## src/rtl/vram_arbiter.sv

```systemverilog
// Single-port video RAM arbiter: the video scanline fetcher has priority, and a
// bounded-wait guard forces a pending CPU access through after MAX_CPU_WAIT denials.
module vram_arbiter #(
    parameter int ADDR_WIDTH      = 16,
    parameter int DATA_WIDTH      = 32,
    parameter int MAX_CPU_WAIT    = 8,
    parameter int STALL_CNT_WIDTH = 16
) (
    input  logic                       clk,
    input  logic                       rst,
    input  logic                       vid_req,
    input  logic [ADDR_WIDTH-1:0]      vid_addr,
    output logic                       vid_gnt,
    output logic                       vid_rvalid,
    output logic [DATA_WIDTH-1:0]      vid_rdata,
    input  logic                       cpu_rd_en,
    input  logic                       cpu_wr_en,
    input  logic [ADDR_WIDTH-1:0]      cpu_addr,
    input  logic [DATA_WIDTH-1:0]      cpu_wr_data,
    input  logic [DATA_WIDTH/8-1:0]    cpu_wr_strobe,
    output logic                       cpu_ack,
    output logic [DATA_WIDTH-1:0]      cpu_rd_data,
    output logic                       mem_en,
    output logic                       mem_we,
    output logic [ADDR_WIDTH-1:0]      mem_addr,
    output logic [DATA_WIDTH-1:0]      mem_wdata,
    output logic [DATA_WIDTH/8-1:0]    mem_wstrb,
    input  logic [DATA_WIDTH-1:0]      mem_rdata,
    output logic [STALL_CNT_WIDTH-1:0] vid_stall_cnt
);

    typedef enum logic {C_IDLE, C_ACK} cpu_state_t;
    typedef enum logic [1:0] {OWN_NONE, OWN_VID, OWN_CPU} owner_t;

    cpu_state_t state;
    owner_t     owner;
    logic [7:0] wait_cnt;
    logic       vid_rvalid_q;
    logic       cpu_pending;
    logic       force_cpu;
    logic       grant_vid;
    logic       grant_cpu;
    logic       cpu_write;

    assign cpu_pending = (cpu_rd_en | cpu_wr_en) && (state == C_IDLE);
    assign force_cpu   = cpu_pending && (wait_cnt >= 8'(MAX_CPU_WAIT));
    assign grant_vid   = !rst && vid_req && !force_cpu;
    assign grant_cpu   = !rst && !grant_vid && cpu_pending;
    // Write wins when both CPU strobes are raised together.
    assign cpu_write   = grant_cpu && cpu_wr_en;

    assign vid_gnt   = grant_vid;
    assign mem_en    = grant_vid | grant_cpu;
    assign mem_we    = cpu_write;
    assign mem_addr  = grant_vid ? vid_addr : cpu_addr;
    assign mem_wdata = cpu_write ? cpu_wr_data : '0;
    assign mem_wstrb = cpu_write ? cpu_wr_strobe : '0;

    // Masking with rst drops a read that was in flight when reset arrived.
    assign vid_rvalid  = vid_rvalid_q && !rst;
    assign cpu_ack     = (state == C_ACK) && !rst;
    assign vid_rdata   = (vid_rvalid && owner == OWN_VID) ? mem_rdata : '0;
    assign cpu_rd_data = (cpu_ack && owner == OWN_CPU) ? mem_rdata : '0;

    always_ff @(posedge clk) begin
        if (rst) begin
            state         <= C_IDLE;
            owner         <= OWN_NONE;
            wait_cnt      <= '0;
            vid_rvalid_q  <= 1'b0;
            vid_stall_cnt <= '0;
        end else begin
            vid_rvalid_q <= grant_vid;

            case (state)
                C_IDLE: if (grant_cpu) state <= C_ACK;
                C_ACK:  state <= C_IDLE;
            endcase

            if (grant_vid)
                owner <= OWN_VID;
            else if (grant_cpu && !cpu_wr_en)
                owner <= OWN_CPU;
            else
                owner <= OWN_NONE;

            if (grant_cpu)
                wait_cnt <= '0;
            else if (cpu_pending && wait_cnt < 8'(MAX_CPU_WAIT))
                wait_cnt <= wait_cnt + 8'd1;

            if (vid_req && !grant_vid && vid_stall_cnt != '1)
                vid_stall_cnt <= vid_stall_cnt + STALL_CNT_WIDTH'(1);
        end
    end

endmodule
```

## config.mk

```make
export PLATFORM = sky130hd
export DESIGN_NAME = vram_arbiter
export DESIGN_NICKNAME = d
export VERILOG_FILES = /design/src/rtl/vram_arbiter.sv
export SDC_FILE = /design/constraint.sdc
export NUM_CORES = 1
export LEC_CHECK = 0
export ABC_AREA = 1
export CORE_MARGIN = 4
export CORE_UTILIZATION = 30
export CTS_BUF_LIST = sky130_fd_sc_hd__clkbuf_16
export DETAILED_ROUTE_END_ITERATION = 10
export PLACE_DENSITY = 0.83
export SETUP_SLACK_MARGIN = 0.5
export SLEW_MARGIN = 10
export SYNTH_ARGS = -nofsm -noshare
export SYNTH_HDL_FRONTEND = slang
export SYNTH_SLANG_ARGS = --single-unit
```

## constraint.sdc

```tcl
create_clock -name clk -period 1.7 [get_ports clk]
set_input_delay 0.34 -clock clk [delete_from_list [all_inputs] [get_ports clk]]
set_output_delay 0.34 -clock clk [all_outputs]
set_load 0.005 [all_outputs]
```

After elaboration in Yosys (flattened, before gate mapping):

Cells that the tools add are included.

* register bits after elaboration: 28
* bits in latches: 0
* bits in writable memories: 0
* ROM bits: 0
* input port bits: 105
* output and inout bits: 137
* word-level logic and storage cells: 46
* memories: 0

* $add $sub $neg: 2
* $mul: 0
* divide/modulo/power cells: 0
* $lt $le $gt $ge: 2
* eq/ne operators: 3
* shifts and indexed selects: 0
* multiplexer cells: 9
* bitwise logic cells: 3
* reduce and logical (&&, ||, !) cells: 21

Operators with widths (count)
* 2-to-1 mux 32 bit: 3
* adder 16 x 1 -> 16 bit, second input constant: 1
* 2-to-1 mux 16 bit: 1
* != test 16 bit, second input constant: 1
* logical AND 1 bit: 15
* adder 8 x 1 -> 8 bit, second input constant: 1
* greater-or-equal comparator 8 x 4 -> 1 bit, second input constant: 1
* less-than comparator 8 x 4 -> 1 bit, second input constant: 1
* zero test 1 bit: 4
* 2-to-1 mux 4 bit: 1
* OR reduction 2 bit: 2
* equality test 2 x 1 -> 1 bit, second input constant: 1
* equality test 2 bit, second input constant: 1
* 2-to-1 mux 1 bit: 2
* 2-to-1 mux 2 bit: 1
* OR 1 bit: 2
* one-hot mux 1 bit (2 select lines): 1
* inverter 1 bit: 1

Longest topological paths before layout:

* word-level depth: 11
* depth in mapped cells: 11
* mapped depth without buffers: 10

Worst setup path after synthesis:

No wires, ideal clock.

* path type: input-to-output
* start: input cpu_rd_en
* end: output mem_wdata[10]
* arrival: 1.184 ns
* required time: 1.360 ns
* setup slack: 0.176 ns
* stages on the path: 9
* path buffers: 1
* cells stage by stage: nor2_1 > nor2_4 > nand2_2 > nand2_4 > nand2_2 > nor2_4 > nand2_4 > buf_6 > nor2_1

* word-level cells in the longest chain between the ends: 10

RTL lines
* start, declared: line 16 `input logic cpu_rd_en,`
* OR 1 bit (*): line 45 `assign cpu_pending = (cpu_rd_en | cpu_wr_en) && (state == C_IDLE);`
* logical AND 1 bit (*): line 45
* logical AND 1 bit: line 46 `assign force_cpu = cpu_pending && (wait_cnt >= 8'(MAX_CPU_WAIT));`
* zero test 1 bit: line 47 `assign grant_vid = !rst && vid_req && !force_cpu;`
* logical AND 1 bit: line 47
* zero test 1 bit: line 48 `assign grant_cpu = !rst && !grant_vid && cpu_pending;`
* logical AND 1 bit: line 48
* logical AND 1 bit (*): line 48
* logical AND 1 bit (*): line 50 `assign cpu_write = grant_cpu && cpu_wr_en;`
* 2-to-1 mux 32 bit (*): line 56 `assign mem_wdata = cpu_write ? cpu_wr_data : '0;`
* end, declared: line 26 `output logic [DATA_WIDTH-1:0] mem_wdata,`

Mark *: on every way between the ends. The rest lies on a longest branch, timed or not.

Final worst setup path:

* start: register wait_cnt[4]
* end: output mem_wdata[30]

* word-level cells in the longest chain between the ends: 9

RTL lines
* start, declared: line 37 `logic [7:0] wait_cnt;`
* start signal, assigned: line 90 `wait_cnt <= wait_cnt + 8'd1;`
* greater-or-equal comparator 8 x 4 -> 1 bit: line 46
* logical AND 1 bit: line 46
* zero test 1 bit: line 47
* logical AND 1 bit: line 47
* zero test 1 bit: line 48
* logical AND 1 bit (2 in a row): line 48
* logical AND 1 bit: line 50
* 2-to-1 mux 32 bit: line 56

Every way passes these cells.

==> impl_metrics.py <==
metrics = {
    "final_layout": {
        "final_cell_area_mm2": 0.00679,
        "layout.nets": 891,
        "n_fill_cell": 385,
        "finalNonFillerCells": 884,
        "area_delta_synth_final_pct": 186,
        "diodes": 0,
        "layout-drive-gt1-share": 0.524,
        "multiInputGateArea_mm2": 0.00227,
        "layout_common_cells": "nand2_1, nor2_4, clkdlybuf4s50_1, inv_1, buf_6",
        "regArea_um2": 606,
        "layout_commonest_cell": "nand2_1",
    },
    "hold_path": {
        "hold_path.startpoint": "wait_cnt[5]",
        "hp-class": "reg -> reg",
    },
    "clocking": {
        "clock-root-buffer": "clkbuf_16",
        "clkSinkCount": 27,
        "clk_latency_ns": 0.26,
        "htreeDepth": 1,
        "cts_made_buffers": 3,
        "path_clk_slew_ns": 0.07,
        "cts_max_path_buffers": 2,
        "cts_hold_buf": 0,
        "cts_tree": "done",
    },
    "placement": {
        "place_area_mm2": 0.00565,
        "place_congestion": 0.924,
        "portBuffers": 241,
        "dp_slack_ns": -0.964,
        "dp.cells": 797,
        "dpl.hpwl_um": 10300,
    },
    "setup_path": {
        "required_ns": 1.36,
        "crit_arrival_ns": 1.84,
        "endpoint_kind": "primary output",
        "cp-startpoint": "wait_cnt[4]",
        "crit_type": "reg -> out",
        "crit_path_start_kind": "flip-flop",
        "cp_max_fo": 5,
        "regToRegStartpoint": "wait_cnt[4]",
    },
    "timing": {
        "skew_ns": 0.00277,
        "max_freq_ghz": 0.460,
        "finalSetupTns_ns": -29.14,
        "finalSetupViolations": 118,
        "worst_slack_ns": -0.476,
        "slew_violations": 0,
        "whs_ns": 0.430,
        "period_minus_slack_ns": 2.18,
        "period_share": 1.28,
        "hold_violations": 0,
        "tightest_slew_ns": 0.327,
        "max_slew_margin": 0.781,
        "rsz0062_at_grt": "true",
    },
    "drt": {
        "wl_um": 17700,
        "wl_per_cell_um": 20.0,
        "drtAntennaViolNets": 0,
        "vias": 4365,
        "drt_iter0_markers": 223,
        "dr.pass1.iters": 6,
        "viasPerCell": 4.94,
        "drc_errors": 0,
    },
    "floorplanning": {
        "start_util": 0.307,
        "core_mm2": 0.00773,
        "die_area_mm2": 0.00941,
        "core.rowCount": 32,
        "io_pins": 242,
        "die_height_um": 97.0,
        "fp.dieW_um": 97.0,
    },
    "global_route": {
        "gr-total-overflow": 0,
        "grt_use_total": 0.297,
        "grt_pass1_wl_um": 22600,
        "grt_pass1_vias": 4289,
        "grt_max_degree": 16,
        "antenna_found_initial": 0,
    },
    "synth": {
        "synth_top_area_cell": "dfxtp_1",
        "synth_top_cell_area_share": 0.227,
        "ys_seq_elements": 27,
        "synth_warnings": 0,
        "yosys-top-cells-area": "dfxtp_1, nor2_1, nand2_1, inv_1, a21oi_1",
        "syn_inst": 444,
        "syn_nets": 552,
        "synth_seq_area_share": 0.227,
        "syn_area_mm2": 0.00238,
        "ys_types": 22,
        "avgSynthCellArea_um2": 5.35,
    },
    "status": {
        "run_status": "finished with violations",
        "violations": "setup timing",
    },
    "pwr": {
        "p_leak_nw": 3.26,
        "pwr_density_cell_mw_per_mm2": 331,
        "max-vdd-ir-drop_mv": 0.457,
    },
    "flow_run": {
        "drv_cap": 0,
    },
}
==> final cells by class <==
type / count / share of cell area
repair buffers: 347 / 0.490
clock inverters: 1 / 0.000737
multi-input cells: 305 / 0.334
flip-flops and latches: 27 / 0.0891
inverters: 99 / 0.0567
well taps: 102 / 0.0188
clock buffers: 3 / 0.0110
==> synth_stat cells, drive strengths merged <==
cell type and instances:
dfxtp 27, and2 1, nor2 133, nand3 10, clkbuf 8, nand4 6, ha 3, clkinv 2
xnor2 4, inv 97, a41oi 1, nand2 117, xor2 7, o21ai 3, a21oi 17, buf 8
==> state kept, by name, summed over array words and instances (netlist names) <==
register       flops
owner              2
state              1
wait_cnt           8
vid_stall_cnt     16
==> power by group <==
part | total, mW | leakage, nW | switching [mW] | internal (mW)
Clock | 0.543 | 0.0409 | 0.225 | 0.318
Sequential | 0.636 | 0.234 | 0.0122 | 0.624
Combinational | 1.07 | 2.99 | 0.494 | 0.576
==> layer usage <==
metal	vias to the layer above	share of wire	wire, um	track usage
met5	-	0	0	0
met4	0	0.075	1320	0.121
met2	302	0.52	9160	0.581
met1	1992	0.33	5900	0.300
met3	111	0.075	1330	0.0627
li1	1960	-	-	-
==> final timing paths <==
kind / endpoint / slack [ns] / cells past startpoint
setup / recovery: mem_wdata[30] / -0.48 / 11
hold / removal: wait_cnt[5] / 0.43 / 2
setup reg to reg: wait_cnt[2] / -0.38 / 15
hold reg to reg: wait_cnt[5] / 0.43 / 2
==> cell families (layout without fill, tap and decap cells) <==
kind of cell,count (synthesis),count (layout),share of synthesized area
AND/OR/NAND/NOR,267,270,0.471
buffers and inverters,115,450,0.199
XOR/XNOR,11,11,0.0405
flip-flops,27,27,0.227
adder cells (fa/ha/maj),3,3,0.0158
AO/OA/AOI/OAI,21,21,0.0458
==> repair_timing <==
item,in CTS,in global routing
endpoints found under the setup margin,163,158
resized for setup,462,244
buffers inserted,50,21
gates cloned,8,4
pin swaps,21,24
==> metrics by stage <==
stage	util	power, mW
final	0.879	2.25
after global routing	0.879	2.35
after CTS	0.830	2.10
after detailed placement	0.732	1.50
after global placement	0.732	1.48
after floorplan	-	0.988
==> worst max-delay path: stages (launching register included) <==
cell	delay, ns
dfxtp_2	0.35
nor2_2	0.05
nand3_1	0.12
nand2_2	0.10
nand2_4	0.09
nand2_4	0.06
nor2_4	0.18
nand2_8	0.12
buf_12	0.15
buf_16	0.13
nor2_4	0.08
buf_2	0.12
Note: power is estimated with default switching activity, not from simulation.
==> RTL change 1: new RTL, same settings <==
Change the parameter `DATA_WIDTH` from 32 to 16.
--- a/src/rtl/vram_arbiter.sv
+++ b/src/rtl/vram_arbiter.sv
@@ -4,3 +4,3 @@
     parameter int ADDR_WIDTH      = 16,
-    parameter int DATA_WIDTH      = 32,
+    parameter int DATA_WIDTH      = 16,
     parameter int MAX_CPU_WAIT    = 8,
Interface: changed (7 resized); port bits go from 242 to 158. No check against the original RTL was run, so the function may have changed too.
==> RTL change 1 against the original RTL <==
  * The run still ends with negative setup slack left
  * Hold slack better by 0.10 ns
  * Wire length decreased by 24%
  * Clock power increased by 3.9%
  * Critical path depth is 4 higher
  * Register-to-register slack better by 0.02 ns
  * Sequential cell count did not move
  * Synthesized area is 15% lower
  * Worst setup slack better by 0.12 ns
  * Total power fell by 10%
  * Design area fell by 20%
  * Critical endpoint is now wait_cnt[2]$_SDFFE_PP0P_
  * Largest cell class unchanged
==> RTL change 1: results (changes against the original RTL) <==
Synthesis
  • Syn nets: 428 (-22%)
  • Register area share after synthesis: 26.6% (+3.9 points)
  • Adder-cell share of the synthesized area: 1.85% (+0.27 points)
  • Commonest cells in the netlist: nand2_1 (111), nor2_1 (70), inv_1 (62), dfxtp_1 (27), a21oi_1 (16)
  • YS warnings: 0 (unchanged)
  • Compound-gate portion of the synthesized area: 5.55% (+0.97 points)
  • Mean Syn Cell Area: 5.73 um^2 (+7.1%)
  • Synth unique cells: 24 (+9.1%)
  • Synth area leaders: dfxtp_1 (27%), nand2_1 (21%), nor2_1 (13%)

Layout
  • Fill cell count: 280 (-27%)
  • Final net count: 681 (-24%)
  • Layout cells sized above 1: 58.9% (+6.5 points)

Status
  • Failing checks: negative setup slack
  • Status: finished with violations

Route
  • Routed len/inst: 19.8 um (-1.3%)
  • Routed vias: 3627 (-17%)
  • Pre-Repair DR Iteration Count: 5 (-1)
  • DR iter-0 viols: 307 (+38%)
  • Vias per cell: 5.31 (+7.5%)

Placement
  • I/O Buffers: 157 (-35%)
  • Post-Place Worst Slack: -0.789 ns (+0.176 ns)
  • Inst Count DP: 592 (-26%)
  • Placed Area: 3990 um^2 (-29%)
  • GP Congestion: 0.875 (-5.4%)
  • DP HPWL: 6080 um (-41%)

GRT
  • Largest net degree at the start of global routing: 18 (+2)
  • Gr usage total: 23.3% (-6.4 points)
  • Vias in the first global route: 3326 (-22%)
  • First-pass GRT wire length: 15800 um (-30%)

Timing
  • Clock skew: 0.00177 ns (-0.000999 ns)
  • Worst hold slack: 0.535 ns (+0.104 ns)
  • Worst-Margin Slew: 0.381 ns (+0.0548 ns)
  • Final setup fails: 65 (-45%)
  • Final Worst Setup Slack: -0.356 ns (+0.120 ns)

Pwr
  • P_leak: 2.68 nW (-18%)
  • Combinational cell power: 0.815 mW (-24%)
  • Pwr Total: 2.02 mW (-10%)
  • Clk pwr: 0.564 mW (+3.9%)
  • Int Power: 1.37 mW (-9.6%)
  • Worst VDD drop: 0.431 mV (-5.7%)

Setup path
  • CP max stage cell: dfxtp_2
  • WS Path Type: reg -> reg
  • Crit Path Max Fanout: 4 (-1)
  • Crit-path leading delay family: buffers and inverters
  • Crit path arrival time: 2.25 ns (+0.41 ns)

Hold path
  • Hold Crit Endpoint: vid_stall_cnt[4]$_SDFFE_PP0P_
  • Hold Crit Start: vid_stall_cnt[4]$_SDFFE_PP0P_

Clock tree
  • Post-CTS setup buffers: 58 (+16%)
  • Root Buffer: clkbuf_16
  • Resize count post-CTS: 479 (+3.7%)
## RTL change 1: cell count changes after synthesis
cell,before,now
a21oi_2,0,1
buf_6,5,3
inv_2,0,1
nor2_2,13,10
nor2_1,118,70
nor2_4,2,3
a21oi_1,17,16
nand2_2,5,3
clkbuf_1,8,4
inv_1,97,62
nand2_4,2,3
nand2_1,110,111
## RTL change 1: cell type report
class                   instances  area, um^2  share of cell area, %
multi-input cells             257        2020                   37.0
clock inverters                 1        5.00                 0.0917
flip-flops and latches         27         604                   11.1
inverters                      65         262                   4.79
well taps                      77        96.3                   1.77
clock buffers                   3        75.1                   1.38
repair buffers                253        2400                   43.9
## RTL change 1: per-layer routing
| metal | wire (um) | up-vias | share of wire, % | track usage [%] |
|---|---|---|---|---|
| met5 | 0 | - | 0 | 0 |
| met4 | 918 | 0 | 6.8 | 8.04 |
| met3 | 1030 | 90 | 7.7 | 4.25 |
| met2 | 7090 | 291 | 53 | 46.7 |
| met1 | 4460 | 1687 | 33 | 23.7 |
| li1 | - | 1559 | - | - |
==> RTL change 2: new RTL, same settings <==
Without the edit above. The 3 values of `owner_t` get a one-hot encoding in 3 bits.
--- a/src/rtl/vram_arbiter.sv
+++ b/src/rtl/vram_arbiter.sv
@@ -32,3 +32,3 @@
     typedef enum logic {C_IDLE, C_ACK} cpu_state_t;
-    typedef enum logic [1:0] {OWN_NONE, OWN_VID, OWN_CPU} owner_t;
+    typedef enum logic [2:0] {OWN_NONE = 3'b001, OWN_VID = 3'b010, OWN_CPU = 3'b100} owner_t;
 
Check against the original RTL: no difference found for any inputs over 10 cycles, from zero or initial values and one cycle with rst high; not proved beyond that.
==> RTL change 2 against the original RTL <==
  * The run still ends with negative setup slack left
  * Wire length rose by 5.0%
  * Synthesized area is 2.3% higher
  * Critical endpoint is now mem_wdata[13]
  * Total power grew 12%
  * Largest power group unchanged
  * Worst setup slack gained 0.040 ns
  * Largest cell class unchanged
  * Sequential cell count is 1 higher
  * Critical path type unchanged
  * Register-to-register slack improved by 0.18 ns
  * Non-clock buffer count grew 6
  * Design area up 6.1%
==> RTL change 2: results (changes against the original RTL) <==
Synthesis
  • Mean Syn Cell Area: 5.44 um^2 (+1.6%)
  • Synth unique cells: 24 (+9.1%)
  • Adder-cell share of the synthesized area: 1.54% (-0.035 points)
  • Synth area leaders: dfxtp_1 (23%), nand2_1 (17%), nor2_1 (16%)
  • Compound-gate portion of the synthesized area: 4.69% (+0.10 points)
  • Post-Synth XOR/XNOR Area: 3.96% (-0.090 points)

Timing
  • Setup TNS Final: -32.51 ns (-3.37 ns)
  • Slew HR: 79.1% (+0.91 points)
  • Worst hold slack: 0.479 ns (+0.0486 ns)
  • Final setup fails: 134 (+14%)
  • Final Worst Setup Slack: -0.437 ns (+0.0397 ns)

Route
  • Routed len/inst: 20.9 um (+4.3%)
  • Met1 wire length: 6170 um (+4.6%)
  • Pre-Repair DR Iteration Count: 5 (-1)
  • Vias per cell: 5.06 (+2.6%)
  • Metal2 WL: 9860 um (+7.7%)
  • DR iter-0 viols: 190 (-15%)
  • Met3 wire len: 1420 um (+6.9%)

Layout
  • Multi-input combinational area share: 34.2% (+0.78 points)
  • Layout non-clock buf frac: 48.5% (-0.43 points)
  • Top flop regs: vid_stall_cnt x16, wait_cnt x8, owner x3

Status
  • Status: finished with violations
  • Failing checks: negative setup slack

Clock tree
  • Clock Latency Late Sink: 0.28 ns (+0.02 ns)
  • Clk sinks: 28 (+3.7%)

Setup path
  • Crit Path Max Fanout: 6 (+1)
  • Crit path arrival time: 1.80 ns (-0.04 ns)
  • Worst Setup SP: wait_cnt[5]$_SDFFE_PP0P_
  • Max stage delay on crit path: 0.38 ns (+0.03 ns)
  • Crit-path leading delay family: buffers and inverters
  • Critical path capture point: mem_wdata[13]

Placement
  • Post-Place Worst Slack: -0.906 ns (+0.0588 ns)
  • DP HPWL: 10400 um (+1.7%)
  • Inst Count DP: 805 (+1.0%)

GRT
  • M1 GR Usage: 31.9% (+1.9 points)
  • Gr usage total: 29.8% (+0.10 points)

Floorplanning
  • Die ar.: 9600 um^2 (+2.1%)

Pwr
  • Worst VDD drop: 0.442 mV (-3.4%)
==> RTL change 2: changes by cell type in the layout (fill, tap and decap cells not counted), moves of 8 or more <==
cell      before  now
buf_2         48   73
nand2_2        8   35
clkbuf_2      36    5
buf_8          4   12
nand2_4        6   22
buf_6         80   95
a21oi_1       12    2
nand2_1      102   57
a21oi_2        5   15
==> RTL change 2: logic make-up after synthesis <==
logic type	count (synthesis)
AND/OR/NAND/NOR	268
adder cells (fa/ha/maj)	3
AO/OA/AOI/OAI	22
flip-flops	28
XOR/XNOR	11
buffers and inverters	115
==> RTL change 2: where the power goes <==
part,leakage (nW),internal (mW),total [mW],switching (mW)
logic,3.31,0.591,1.10,0.511
clock network,0.0511,0.471,0.741,0.270
registers,0.242,0.652,0.675,0.0235
total,3.60,1.71,2.52,0.805
==> RTL change 2: timing repair <==
item | CTS | global route
setup endpoints to repair | 164 | 161
cloned | 8 | 1
pin swaps | 16 | 36
buffers inserted | 43 | 29
gates resized for setup | 626 | 221
